<file path="src/rtl/quant_pkg.sv">
// Shared constants and FSM encoding for the macroblock quantizer scheduler.
package quant_pkg;
  localparam int NUM_Y         = 16;
  localparam int NUM_UV        = 8;
  localparam int TOTAL_BLK     = NUM_Y + NUM_UV;
  localparam int QUANT_LATENCY = 2;
  localparam int WAIT_TIMEOUT  = 8;

  typedef enum logic [2:0] {
    IDLE, READ, LOAD, START, HOLD, WAIT, OUT
  } state_e;
endpackage

</file>
<file path="src/rtl/quant_blk_cnt.sv">
// Block index counter with last-block compare and luma/chroma decode.
module quant_blk_cnt
  import quant_pkg::*;
#(
  parameter int AW = 5
) (
  input  logic          clk,
  input  logic          rst,
  input  logic          clr,
  input  logic          inc,
  output logic [AW-1:0] idx,
  output logic          last,
  output logic          is_uv
);
  always_ff @(posedge clk) begin
    if (rst || clr)  idx <= '0;
    else if (inc)    idx <= idx + AW'(1);
  end

  assign last  = (idx == AW'(TOTAL_BLK - 1));
  assign is_uv = (idx >= AW'(NUM_Y));
endmodule

</file>
<file path="src/rtl/quant_mb_sched.sv">
// Sequences the shared quantizer over 16 luma + 8 chroma blocks of a macroblock.
module quant_mb_sched
  import quant_pkg::*;
#(
  parameter int IW = 16,
  parameter int AW = 5
) (
  input  logic                 clk,
  input  logic                 rst,
  input  logic                 mb_start,
  output logic                 mb_busy,
  output logic                 mb_done,
  output logic                 coef_rd_en,
  output logic [AW-1:0]        coef_rd_addr,
  input  logic [16*IW-1:0]     coef_rd_data,
  output logic [16*IW-1:0]     q_in,
  output logic                 mtx_sel,
  output logic                 q_start,
  input  logic                 q_done,
  input  logic                 q_nz,
  output logic                 res_valid,
  input  logic                 res_ready,
  output logic [AW-1:0]        res_idx,
  output logic [TOTAL_BLK-1:0] nz_map
);
  state_e        state, state_n;
  logic [AW-1:0] idx;
  logic          last, is_uv, accept, mb_go;
  logic [3:0]    wait_cnt;
  logic          err_timeout;

  assign mb_go  = (state == IDLE) && mb_start;
  assign accept = res_valid && res_ready;

  quant_blk_cnt #(.AW(AW)) u_cnt (
    .clk   (clk),
    .rst   (rst),
    .clr   (mb_go),
    .inc   (accept && !last),
    .idx   (idx),
    .last  (last),
    .is_uv (is_uv)
  );

  always_ff @(posedge clk) begin
    if (rst) state <= IDLE;
    else     state <= state_n;
  end

  // res_valid rises combinationally with q_done so an immediate accept keeps 5 cycles/block.
  always_comb begin
    state_n    = state;
    coef_rd_en = 1'b0;
    q_start    = 1'b0;
    res_valid  = 1'b0;
    case (state)
      IDLE:  if (mb_start) state_n = READ;
      READ:  begin coef_rd_en = 1'b1; state_n = LOAD; end
      LOAD:  state_n = START;
      START: begin q_start = 1'b1; state_n = HOLD; end
      HOLD:  state_n = WAIT;
      WAIT:  if (q_done) begin res_valid = 1'b1; state_n = OUT; end
      OUT:   res_valid = 1'b1;
      default: state_n = IDLE;
    endcase
    if (res_valid && res_ready) state_n = last ? IDLE : READ;
  end

  assign mb_busy      = (state != IDLE);
  assign coef_rd_addr = coef_rd_en ? idx : '0;
  assign res_idx      = res_valid ? idx : '0;

  // q_in/mtx_sel only change in LOAD, so they stay put from START through downstream accept.
  always_ff @(posedge clk) begin
    if (rst) begin
      q_in    <= '0;
      mtx_sel <= 1'b0;
      nz_map  <= '0;
      mb_done <= 1'b0;
    end else begin
      mb_done <= accept && last;
      if (state == LOAD) begin
        q_in    <= coef_rd_data;
        mtx_sel <= is_uv;
      end
      if (mb_go)                          nz_map      <= '0;
      else if (state == WAIT && q_done)   nz_map[idx] <= q_nz;
    end
  end

  // Sticky debug flag: quantizer overdue; the FSM keeps waiting regardless.
  always_ff @(posedge clk) begin
    if (rst) begin
      wait_cnt    <= '0;
      err_timeout <= 1'b0;
    end else if (state != WAIT) begin
      wait_cnt <= '0;
    end else if (!q_done && !err_timeout) begin
      if (wait_cnt == 4'(WAIT_TIMEOUT - 1)) err_timeout <= 1'b1;
      wait_cnt <= wait_cnt + 4'd1;
    end
  end
endmodule
</file>
<file path="config.mk">
export PLATFORM = sky130hd
export DESIGN_NAME = quant_mb_sched
export DESIGN_NICKNAME = d
export VERILOG_FILES = /design/src/rtl/quant_pkg.sv /design/src/rtl/quant_blk_cnt.sv /design/src/rtl/quant_mb_sched.sv
export SDC_FILE = /design/constraint.sdc
export NUM_CORES = 1
export LEC_CHECK = 0
export ABC_AREA = 1
export BUFFER_PORTS_ARGS = -buffer_cell sky130_fd_sc_hd__buf_2
export CAP_MARGIN = 30
export CORE_AREA = 2 2 220 222
export DETAILED_ROUTE_END_ITERATION = 6
export DIE_AREA = 0 0 222 224
export GPL_ROUTABILITY_DRIVEN = 0
export GPL_TIMING_DRIVEN = 0
export PLACE_DENSITY = 0.45
export SETUP_SLACK_MARGIN = 0.05
export SLEW_MARGIN = 0
export SYNTH_ARGS = -nofsm -noshare
export SYNTH_HDL_FRONTEND = slang
export SYNTH_HIERARCHICAL = 1
export SYNTH_SLANG_ARGS = --single-unit
</file>
<file path="constraint.sdc">
create_clock -name clk -period 2 [get_ports clk]
set_input_delay 0.4 -clock clk [delete_from_list [all_inputs] [get_ports clk]]
set_output_delay 0.4 -clock clk [all_outputs]
set_load 0.1 [all_outputs]
</file>
### After elaboration in Yosys (flattened, before gate mapping)

Index checks and enable logic that the tools add are counted.

* $add $sub $neg: 1
* order comparisons: 3
* eq/ne operators: 10
* multiplexer cells: 14
* reduce and logical (&&, ||, !) cells: 12

Operators with widths (number)
* $bwmux W24: 1
* $pmux W3 S7: 1
* $mux W5: 2
* $eq A3 B3 Y1 const B: 3
* $mux W3: 3
* $eq A3 B2 Y1 const B: 2
* $logic_and A1 B1 Y1: 6
* $lt A5 B6 Y1 const B: 1
* $ne A3 B3 Y1 const B: 2
* $add A5 B1 Y5 const B: 1
* $demux W1 S5: 1
* $eq A5 B5 Y1 const B: 1
* $ge A5 B1 Y1 const B: 1
* $ge A5 B5 Y1 const B: 1
* $mux W1: 5
* $eq A3 B1 Y1 const B: 1
* $logic_not A3 Y1: 1
* $reduce_and A3 Y1: 1
* $reduce_bool A3 Y1: 1
* $ne A2 B2 Y1 const B: 1
* $pmux W1 S2: 1
* $reduce_or A2 Y1: 1
* $logic_not A1 Y1: 1
* $logic_or A1 B1 Y1: 1

* register bits: 290
* bits of input ports: 262

### Depth between registers and ports, before layout

* word-level depth: 5
* depth in mapped cells: 11
* gate-level depth less buffers: 11

### By module

The synthesis kept the hierarchy.

By module, submodules not included
* quant_mb_sched: instances 1, cells each 1327, area each 10228.6 µm², sequential area each 5705.5 µm²
* quant_blk_cnt: instances 1, cells each 35, area each 246.5 µm², sequential area each 100.1 µm²

### Worst setup path before layout

OpenSTA, ideal clock, no wires.

* path type: reg-to-output
* start point: register state[1]
* end point: output coef_rd_addr[0]
* arrival: 3.450 ns
* path slack: -1.850 ns
* cell stages (with the launch flop): 6
* buffers on the path: 0
* cells stage by stage: dfxtp_1 -> inv_2 -> nand2_1 -> nor2_1 -> inv_1 -> nor2_1

* word-level cells in the longest chain between the ends: 3

Ends and longest elaborated chain
* start: declaration: line quant_mb_sched.sv:26 `state_e state, state_n;`
* start signal: assignment: line quant_mb_sched.sv:47 `else state <= state_n;`
* $eq A3 B1 Y1: line quant_mb_sched.sv:56 `case (state)`
* $mux W1: line quant_mb_sched.sv:56
* net coef_rd_en: line quant_mb_sched.sv:13 `output logic coef_rd_en,`
* $mux W5: line quant_mb_sched.sv:70 `assign coef_rd_addr = coef_rd_en ? idx : '0;`
* end: declaration: line quant_mb_sched.sv:14 `output logic [AW-1:0] coef_rd_addr,`

The timed path passes the listed nets, and every way through them passes these cells.

### Final worst setup path

* start point: register state[1]
* end point: output res_idx[3]

* word-level cells in the longest chain between the ends: 3
* elaborated cells on any way between the ends: 4

Ends and longest elaborated chain
* $eq A3 B3 Y1: line quant_mb_sched.sv:56
* $pmux W1 S2 (*): line quant_mb_sched.sv:56
* $mux W5 (*): line quant_mb_sched.sv:71 `assign res_idx = res_valid ? idx : '0;`
* end: declaration: line quant_mb_sched.sv:23 `output logic [AW-1:0] res_idx,`

Mark *: on every way between the ends. The rest lies on a longest branch, timed or not.

==> flow_summary.toml <==
[run_status]
status = "finished, violations left"
violations = "negative setup slack"

[synthesis]
synth_commonest_cells = "nor2_1, dfxtp_1, o21ai_1"
syn_area_per_cell_um2 = 7.69
netlist_instances = 1362
synth_top_area_share_pct = 55.4
synth_cell_types = 25
synth-seq-area-share_pct = 55.4
synth_area_leaders = "dfxtp_1, nor2_1, o21ai_1, o21ai_0, nand2_1"
async_reset_ff_share_pct = 0
yosysMostFrequentCell = "nor2_1"
ys_ff_latch = 290
synth_fp_nets = 1626
synthesis.area_mm2 = 0.0105
dominantRegCellSynth = "dfxtp_1"
ys_warn_count = 6
synth_edf_count = 0
synth_area_leader_cell = "dfxtp_1"

[drt]
totalWireLength_um = 42900
first_iter_violations = 417
ant_nets = 0
route.met3.wl_um = 3830
wl_per_cell_um = 16.4
vias = 11159
met1_length_um = 17300
drtPass1Iterations = 4
routed.top_layer = "met5"
drt_drc_violations_left = 0
via_per_inst = 4.25
wl_met2_um = 20900

[sta]
fin_crit_ps = 2270
hold_violations = 0
max_freq_ghz = 0.441
worst_pin_slew_ps = 821
min_period_over_period_pct = 113
skew_ps = 6.84
final_max_slew_viol_count = 0
slew-limit-headroom_pct = 45.3
fin_tns_setup_ps = -2310
hold_ws_ps = 96.5
rsz0062_at_grt = "yes"
setup_ws_ps = -265
setup_viol = 11

[hold_path]
hold_class = "primary input to flop"

[worst_setup_path]
cp_common_cell = "buf_12"
timing.rr.end = "q_in[19]"
r2r_cells = 7
cp-start-kind = "flop"
slowest_stage = "dfxtp_4"
crit_chain = "inv_4 -> nand4_1 -> buf_6 -> nand2_8 -> clkinvlp_4 -> buf_12 -> nor2_4 -> buf_12"
r2r-start = "state[2]"
critPathRequiredTime_ps = 1600
crit_path_max_fanout = 5
slowest_delay_ps = 350
worstSetupStartpoint = "state[1]"
crit_end = "res_idx[3]"
critPathCaptureType = "output port"
crit_type = "flop to output port"
worstPathArrival_ps = 1870
r2r_setup_slack_ps = 140

[final_layout]
nNetsFinal = 2244
post-route-util_pct = 33.3
fin_cells = 2623
area_delta_synth_final_pct = 50.6
design_area_mm2 = 0.0158
drive_above_1_share_pct = 36.5

[global_routing]
grt_usage_pct = 16.6
grt_max_degree = 13
antenna_found_initial = 12
grt_pass1_vias = 10838
grt.overflow.total = 0
grt_first_pass_wirelength_um = 63800

[cts]
clk_latency_ps = 520
clk_path_buf_depth = 3
path_clk_slew_ps = 60
cts_tree = "built"
numCtsBuffers = 36
htree_levels = 2
clock_sinks = 290
cts_root_buf = "clkbuf_16"

[power]
p_per_area_mw_per_mm2 = 1160
vdd_ir_drop_max_mv = 0.625
power_leakage_nw = 7.29
p_total_mw = 18.3

[placement]
io_buffer_count = 556
dp_cells = 2533
place_ws_ps = -555
dp_hpwl_um = 33400
post_dp_cell_area_mm2 = 0.0141

[floorplan]
start_util_pct = 22.1
die_h_um = 224
die_w_um = 222
std_cell_rows = 80
die-area_mm2 = 0.0497
io_pins = 558
core_area_mm2 = 0.0473

[flow_run]
max_cap_viol_count = 0
[area by class of cell]
type	instances	area, µm²
Multi-Input combinational cell	956	4260
Tap cell	615	769
Clock buffer	56	1090
Antenna cell	5	12.5
Inverter	24	103
Sequential cell	290	5810
Buffer	91	469
Clock inverter	5	50.0
Fill cell	5189	31600
Timing Repair Buffer	581	3210
[worst max-delay path: cells and delay by family (launching register included)]
family	cells	cell delay, ps
flip-flops	1	350
buffers and inverters	5	650
AND/OR/NAND/NOR	3	320
[state kept, by name (all words and copies together) (netlist names)]
register and count:
mb_done 1, mtx_sel 1, nz_map 24, u_cnt/idx 5, state 3, q_in 256
[cell usage in the layout (no fill, tap or decap), types with 2 or more instances in the layout]
cell,count
clkinvlp_4,2
clkbuf_8,9
inv_2,4
clkinv_2,4
buf_2,577
clkbuf_1,45
nand2_4,3
dfxtp_1,287
inv_4,2
o21ai_0,120
nand3_1,25
buf_12,15
dfxtp_4,2
nand2_1,47
a21oi_1,22
ha_1,2
inv_1,14
nor2_1,552
buf_4,37
nor2_4,17
nor2_2,5
clkinv_1,2
o21ai_1,140
buf_6,7
nand4_1,9
diode_2,5
nor3_1,5
clkbuf_16,37
nor3_2,2
[metal layers]
layer  global-route usage (%)  up-vias
met5                        0        -
met4                     4.64       12
met3                     6.66       62
met2                     28.7      396
met1                     18.9     5073
li1                         -     5616
[logic make-up after synthesis]
group	after synthesis	synth area share [%]
and+or+nand+nor	671	25.3
DFF	290	55.4
AOI/OAI and AO/OA	283	13.6
buffers and inverters	116	5.37
adders and majority gates	2	0.239
[repair_timing]
item	in CTS	in global routing
buffers inserted	25	6
hold buffers	0	0
setup endpoints to repair	22	36
resized for setup	67	17
pin swaps	8	7
[power breakdown]
group	switching, mW	internal (mW)
Clock	2.52	3.84
Sequential	0.219	6.23
Combinational	4.45	1.00
Total	7.19	11.1
[worst min path at each step]
stage	from	to	slack (ps)	cells after the start
2_1_floorplan	rst	state[0]	460	1
3_3_place_gp	nz_map[11]	nz_map[11]	440	2
3_5_place_dp	nz_map[9]	nz_map[9]	450	2
4_1_cts	rst	state[0]	50	2
5_1_grt	coef_rd_data[194]	q_in[194]	80	3
6_report	rst	state[0]	100	2
No activity file was read; power rests on OpenSTA's default activity.
